--- config.mk ---
export PLATFORM = sky130hd
export DESIGN_NAME = canv_draw_agu
export DESIGN_NICKNAME = d
export VERILOG_FILES = /design/src/rtl/canv_draw_agu.sv
export SDC_FILE = /design/constraint.sdc
export NUM_CORES = 1
export LEC_CHECK = 0
export CAP_MARGIN = 20
export CORE_AREA = 3 3 228 230
export CTS_CLUSTER_SIZE = 40
export DETAILED_ROUTE_END_ITERATION = 10
export DIE_AREA = 0 0 231 233
export PLACE_DENSITY = 0.73
export RECOVER_POWER = 25
export SLEW_MARGIN = 20
export SYNTH_ARGS = -nofsm -noshare
export SYNTH_HDL_FRONTEND = slang
export SYNTH_SLANG_ARGS = --single-unit
--- constraint.sdc ---
create_clock -name clk_sys -period 5.1 [get_ports clk_sys]
set_clock_uncertainty 0.1 [all_clocks]
set_input_delay 0.765 -clock clk_sys [delete_from_list [all_inputs] [get_ports clk_sys]]
set_output_delay 0.765 -clock clk_sys [all_outputs]
set_load 0.02 [all_outputs]
--- src/rtl/canv_draw_agu.sv ---
// Pixel-to-VRAM address generator: clips pixels, packs them into words, merges
// writes that hit the same word and issues masked writes under backpressure.
module canv_draw_agu #(
   parameter int CORDW  = 16,
   parameter int WORD   = 32,
   parameter int ADDRW  = 20,
   parameter int SHIFTW = 3
) (
   input  logic                     clk_sys,
   input  logic                     rst_sys_n,
   input  logic [ADDRW-1:0]         addr_base,
   input  logic [SHIFTW-1:0]        addr_shift,
   input  logic [CORDW-1:0]         canv_w,
   input  logic [CORDW-1:0]         canv_h,
   input  logic                     pix_valid,
   output logic                     pix_ready,
   input  logic signed [CORDW-1:0]  px,
   input  logic signed [CORDW-1:0]  py,
   input  logic [WORD-1:0]          colour,
   input  logic                     flush,
   output logic                     wr_valid,
   input  logic                     wr_ready,
   output logic [ADDRW-1:0]         wr_addr,
   output logic [WORD-1:0]          wr_data,
   output logic [WORD-1:0]          wr_mask,
   output logic                     clip,
   output logic                     busy
);

   localparam int LINW = ADDRW + SHIFTW;
   localparam int BPW  = $clog2(WORD) + 1;

   // Later pixel wins on the bits it covers.
   function automatic logic [WORD-1:0] merge_bits(input logic [WORD-1:0] old_bits,
                                                  input logic [WORD-1:0] new_bits,
                                                  input logic [WORD-1:0] new_mask);
      return (old_bits & ~new_mask) | (new_bits & new_mask);
   endfunction

   logic              vld_p1, vld_p2, buf_vld, flush_pend;
   logic              rdy_p1, rdy_p2, fire, take_p2;
   logic              clip_p0;
   logic [LINW-1:0]   lin_p0, lin_p1;
   logic [WORD-1:0]   colour_p1;
   logic [BPW-1:0]    bpp_p1, pix_id_p1, pos_p1;
   logic [WORD-1:0]   pmask_p1, mask_p1, data_p1;
   logic [ADDRW-1:0]  addr_p1;
   logic [ADDRW-1:0]  addr_p2;
   logic [WORD-1:0]   data_p2, mask_p2;
   logic [ADDRW-1:0]  buf_addr, buf_addr_n;
   logic [WORD-1:0]   buf_data, buf_data_n, buf_mask, buf_mask_n;
   logic              buf_vld_n, buf_load, buf_full, same_addr;
   logic [WORD-1:0]   mrg_data, mrg_mask;
   logic              emit_req, emit_fire, slot, pend_clr;
   logic [ADDRW-1:0]  emit_addr;
   logic [WORD-1:0]   emit_data, emit_mask;

   // ---- stage 0: clip test and linear pixel index
   assign clip_p0 = px[CORDW-1] | py[CORDW-1] |
                    ($unsigned(px) >= canv_w) | ($unsigned(py) >= canv_h);
   assign lin_p0  = LINW'($unsigned(py)) * LINW'(canv_w) + LINW'($unsigned(px));
   assign fire    = pix_valid && pix_ready;

   // ---- stage 1: word address, pixel slot and lane masks
   assign bpp_p1    = BPW'(WORD >> addr_shift);
   assign pix_id_p1 = lin_p1[BPW-1:0] & ~({BPW{1'b1}} << addr_shift);
   assign pos_p1    = pix_id_p1 * bpp_p1;
   assign pmask_p1  = {WORD{1'b1}} >> (BPW'(WORD) - bpp_p1);
   assign mask_p1   = pmask_p1 << pos_p1;
   assign data_p1   = (colour_p1 & pmask_p1) << pos_p1;
   assign addr_p1   = addr_base + ADDRW'(lin_p1 >> addr_shift);

   // ---- stage 2: combine buffer and write emission
   assign slot      = !wr_valid || wr_ready;
   assign buf_full  = buf_vld && (&buf_mask);
   assign same_addr = buf_vld && !buf_full && (buf_addr == addr_p2);
   assign mrg_mask  = (same_addr ? buf_mask : '0) | mask_p2;
   assign mrg_data  = merge_bits(same_addr ? buf_data : '0, data_p2, mask_p2);

   always_comb begin
      buf_vld_n  = buf_vld;
      buf_load   = 1'b0;
      buf_addr_n = addr_p2;
      buf_data_n = mrg_data;
      buf_mask_n = mrg_mask;
      emit_req   = 1'b0;
      emit_addr  = buf_addr;
      emit_data  = buf_data;
      emit_mask  = buf_mask;
      pend_clr   = 1'b0;
      if (vld_p2) begin
         if (buf_vld && !same_addr) begin
            emit_req = 1'b0 | 1'b1;
            if (slot) begin
               buf_load   = 1'b1;
               buf_data_n = data_p2;
               buf_mask_n = mask_p2;
            end
         end else if (&mrg_mask) begin
            // A merge that completes the word goes straight out.
            emit_req  = 1'b1;
            emit_addr = addr_p2;
            emit_data = mrg_data;
            emit_mask = mrg_mask;
            if (slot) buf_vld_n = 1'b0;
         end else begin
            buf_load = 1'b1;
         end
      end else if (buf_full) begin
         emit_req = 1'b1;
         if (slot) buf_vld_n = 1'b0;
      end else if (flush_pend && !vld_p1) begin
         if (buf_vld) begin
            emit_req = 1'b1;
            if (slot) begin
               buf_vld_n = 1'b0;
               pend_clr  = 1'b1;
            end
         end else begin
            pend_clr = 1'b1;
         end
      end
      if (buf_load) buf_vld_n = 1'b1;
   end

   assign emit_fire = emit_req && slot;
   assign take_p2   = vld_p2 && (!emit_req || slot);
   assign rdy_p2    = !vld_p2 || take_p2;
   assign rdy_p1    = !vld_p1 || rdy_p2;
   assign pix_ready = rst_sys_n && rdy_p1;
   assign busy      = vld_p1 | vld_p2 | buf_vld | flush_pend | wr_valid;

   always_ff @(posedge clk_sys or negedge rst_sys_n) begin
      if (!rst_sys_n) begin
         vld_p1     <= 1'b0;
         vld_p2     <= 1'b0;
         buf_vld    <= 1'b0;
         flush_pend <= 1'b0;
         clip       <= 1'b0;
         wr_valid   <= 1'b0;
         wr_addr    <= '0;
         wr_data    <= '0;
         wr_mask    <= '0;
      end else begin
         clip       <= fire && clip_p0;
         flush_pend <= flush || (flush_pend && !pend_clr);
         buf_vld    <= buf_vld_n;
         if (rdy_p1) vld_p1 <= fire && !clip_p0;
         if (rdy_p2) vld_p2 <= vld_p1;
         if (emit_fire) begin
            wr_valid <= 1'b1;
            wr_addr  <= emit_addr;
            wr_data  <= emit_data;
            wr_mask  <= emit_mask;
         end else if (wr_ready) begin
            wr_valid <= 1'b0;
         end
      end
   end

   always_ff @(posedge clk_sys) begin
      if (fire) begin
         lin_p1    <= lin_p0;
         colour_p1 <= colour;
      end
      if (vld_p1 && rdy_p2) begin
         addr_p2 <= addr_p1;
         data_p2 <= data_p1;
         mask_p2 <= mask_p1;
      end
      if (buf_load) begin
         buf_addr <= buf_addr_n;
         buf_data <= buf_data_n;
         buf_mask <= buf_mask_n;
      end
   end

endmodule

==> impl_metrics.tcl <==
set metrics [dict create \
    status "finished, violations left" \
    violations "max-capacitance violations, max-slew violations, negative setup slack" \
    synthFlopType "edfxtp_1" \
    ys_ff_latch 313 \
    synth-simple-area-share_pct 15.7 \
    root_buffer "clkbuf_16" \
    syn_area_per_cell_um2 9.45 \
    drcViolationCount 0 \
    slew-limit-headroom_pct -15.9 \
    crit_path_start "canv_w[1]" \
    grt_pass1_vias 21100 \
    synth-warning-count 0 \
    path_cells "buf_6 > buf_6 > buf_6 > and2_4 > fa_1 > inv_2 > fa_1 > inv_2 > fa_2 > fa_1 > fa_1 > inv_1 > fa_1 > inv_2 > ha_4 > or2_4 > a21oi_4 > o31ai_4 > or4_4 > a31o_2 > a21oi_2 > xnor2_1" \
    syn_inst 2655 \
    nNetsFinal 3496 \
    gp_congestion 0.947 \
    path_delay_family "adder cells" \
    finalCriticalPeriod_ps 5840 \
    fin_cells 3754 \
    cts_max_level 2 \
    hold_ws_ps 379 \
    grt_pass1_wl_um 113000 \
    fin_ws_ps -744 \
    ys_seq_area_share_pct 35.7 \
    synth_fa_ha_area_share_pct 21.1 \
    max_freq_mhz 171 \
    clock-sinks 313 \
    grt_start_max_net_pins 74 \
    insertion_delay_ps 540 \
    syn-num-nets 3093 \
    cpMaxStageDelayCell "fa_1" \
    via_per_inst 5.54 \
    antenna_left 0 \
    synth_compound_area_share_pct 12.7 \
    track_usage_pct 26.2 \
    power.ir.vdd_worst_mv 1.07 \
    cts_made_buffers 35 \
    cts_buffer_depth 3 \
    worstMarginPinSlew_ps 1740 \
    period_share_pct 115 \
    num_antenna_cells 0 \
    antenna_found_initial 2 \
    drtIter0Drc 1574 \
    final_cell_mix "nand2_1 (342), inv_1 (315), buf_4 (240)" \
    dr.pass1.iters 5 \
    synth_top_family_by_area "adder cells" \
    numPortBuffers 211 \
    synth_cell_types 65 \
    syn2layout_area_growth_pct 26.5 \
    slew_violations 74 \
    cp-start-kind "input port" \
    rrSetupSlack_ps 470 \
    grt_setup_unrepaired "true" \
    layout-drive-gt1-share_pct 17.6 \
    post-place-ws_ps -1760 \
    dpl.hpwl_um 55700 \
    synthArstFlopShare_pct 28.8 \
    regToRegStartpoint "buf_mask[10]" \
    drv_cap 1 \
    die-area_um2 53800 \
    hold_path.class "reg2reg" \
    synth-edff-count 223 \
    power_density_nw_per_um2 646 \
    holdPathStages 2 \
    critical_path_required_ps 5270 \
    die_h_um 233 \
    path_class "in2reg" \
    min_delay_worst_endpoint "wr_data[11]" \
    num_vias 20800 \
    start_util_pct 50.1 \
    syn-cell-area_um2 25100 \
    p_total_uw 20500 \
    crit_path_max_incr_delay_ps 560 \
    setup_violations 12 \
    worstPathArrival_ps 6010 \
    crit_buf_inv 7 \
    wl_um 71400 \
    place_inst 3642 \
    register_area_um2 8950 \
    cts.reportedPaths.clkPinSlew_ps 60 \
    cp_max_fo 4 \
    fp.dieW_um 231 \
    cts_tree "done" \
    pin_count 212 \
    power.leakage_uw 0.0139 \
    r2r_end "wr_addr[18]" \
    grt-ovfl-total 0 \
    multiInputGateArea_um2 14800 \
    r2r_cells 12 \
    hold_violations 0 \
    cpMostUsedCell "fa_1" \
    final_util_pct 63.4 \
    crit_cells 22 \
    synthMuxAreaShare_pct 4.48 \
    mostFrequentLayoutCell "nand2_1" \
    synth_xor_area_share_pct 2.79 \
    rows 82 \
    fillers 4086 \
    end_kind "flop" \
    worstHoldStart "wr_data[11]" \
    core_area_um2 50100 \
    drt-wirelength-per-cell_um 19.0 \
]
==> sequential cells by signal, summed over array words and instances, names as in the netlist, 20 cells and up <==
register	cells
buf_data	32
buf_mask	32
colour_p1	32
data_p2	32
mask_p2	32
wr_data	32
wr_mask	32
lin_p1	23
addr_p2	20
buf_addr	20
wr_addr	20
==> where the power goes <==
part | switching, µW | total [µW] | internal [µW]
registers | 288 | 3920 | 3630
clock network | 978 | 2440 | 1460
logic | 6740 | 14100 | 7400
==> tightest hold or removal path: cells and delay by family, from the launching register on <==
family	cells	cell delay, ps
compound gates	1	60
flops	1	340
simple gates	1	50
==> worst max-delay path by stage <==
stage / to / slack, ps
2_1_floorplan: lin_p1[22] / -870
6_report: lin_p1[22] / -740
3_5_place_dp: lin_p1[22] / -1760
5_1_grt: lin_p1[22] / -880
4_1_cts: lin_p1[22] / -710
3_3_place_gp: lin_p1[22] / -1670
==> logic make-up (layout without fill, tap and decap cells) <==
group / count (synthesis) / count (layout)
mux: 101 / 101
fa+ha+maj: 314 / 314
compound gates: 510 / 510
flops: 313 / 313
simple gates: 845 / 845
xor+xnor: 80 / 80
buf+inv: 492 / 919
==> repair_timing <==
| item | CTS | global route |
|---|---|---|
| gates cloned | 4 | 0 |
| hold buffers | 1 | 0 |
| resized for setup | 179 | 92 |
| pin swaps | 70 | 54 |
| hold endpoints to repair | 17 | 0 |
| endpoints found under the setup margin | 30 | 38 |
| buffers inserted | 41 | 12 |
==> final cells by class <==
type | count | share of cell area, %
repair buffers | 512 | 14.7
clock buffers | 47 | 3.21
clock inverters | 14 | 0.355
well taps | 672 | 2.65
inverters | 346 | 4.09
multi-input cells | 1850 | 46.8
flip-flops and latches | 313 | 28.2
==> Yosys cell counts, types with 8 or more instances <==
library cell	count	share of area, %
nor3_1	29	0.58
nand3b_1	27	0.81
mux2i_1	73	2.9
buf_1	16	0.24
a211oi_1	33	0.99
fa_1	182	15
mux2_2	21	0.94
a41oi_1	23	0.80
nand2b_1	15	0.37
clkbuf_1	113	1.7
o21ai_1	28	0.56
o22a_1	9	0.31
edfxtp_1	223	27
and2_1	108	2.7
o211ai_1	8	0.24
nand2_1	346	5.2
ha_1	132	6.6
and3_1	14	0.35
xnor2_1	70	2.4
o21ai_0	199	4.0
dfrtp_1	90	9.0
a32oi_1	35	1.2
nor2_1	185	2.8
buf_2	14	0.28
nand3_1	40	0.80
a21oi_1	75	1.5
inv_1	343	5.1
nor4_1	8	0.20
a21o_1	22	0.66
xor2_1	10	0.35
nor2b_1	23	0.57
o22ai_1	12	0.30
nand4_1	24	0.60
==> routing by layer <==
| layer | track usage, % | up-vias | part of all wire [%] |
|---|---|---|---|
| li1 | - | 9814 | - |
| met1 | 35.7 | 10200 | 44 |
| met2 | 44.2 | 688 | 48 |
| met3 | 3.97 | 132 | 6.0 |
| met4 | 6.82 | 4 | 2.4 |
| met5 | 0 | - | 0.038 |
==> stage by stage <==
stage / setup TNS, ps / area, µm²
finish: -5370 / 31700
CTS: -4380 / 31500
global placement: -37220 / 29700
floorplan: -4250 / 25300
global route: -7040 / 31700
detailed placement: -47590 / 29700
No activity file was read; power rests on OpenSTA's default activity.
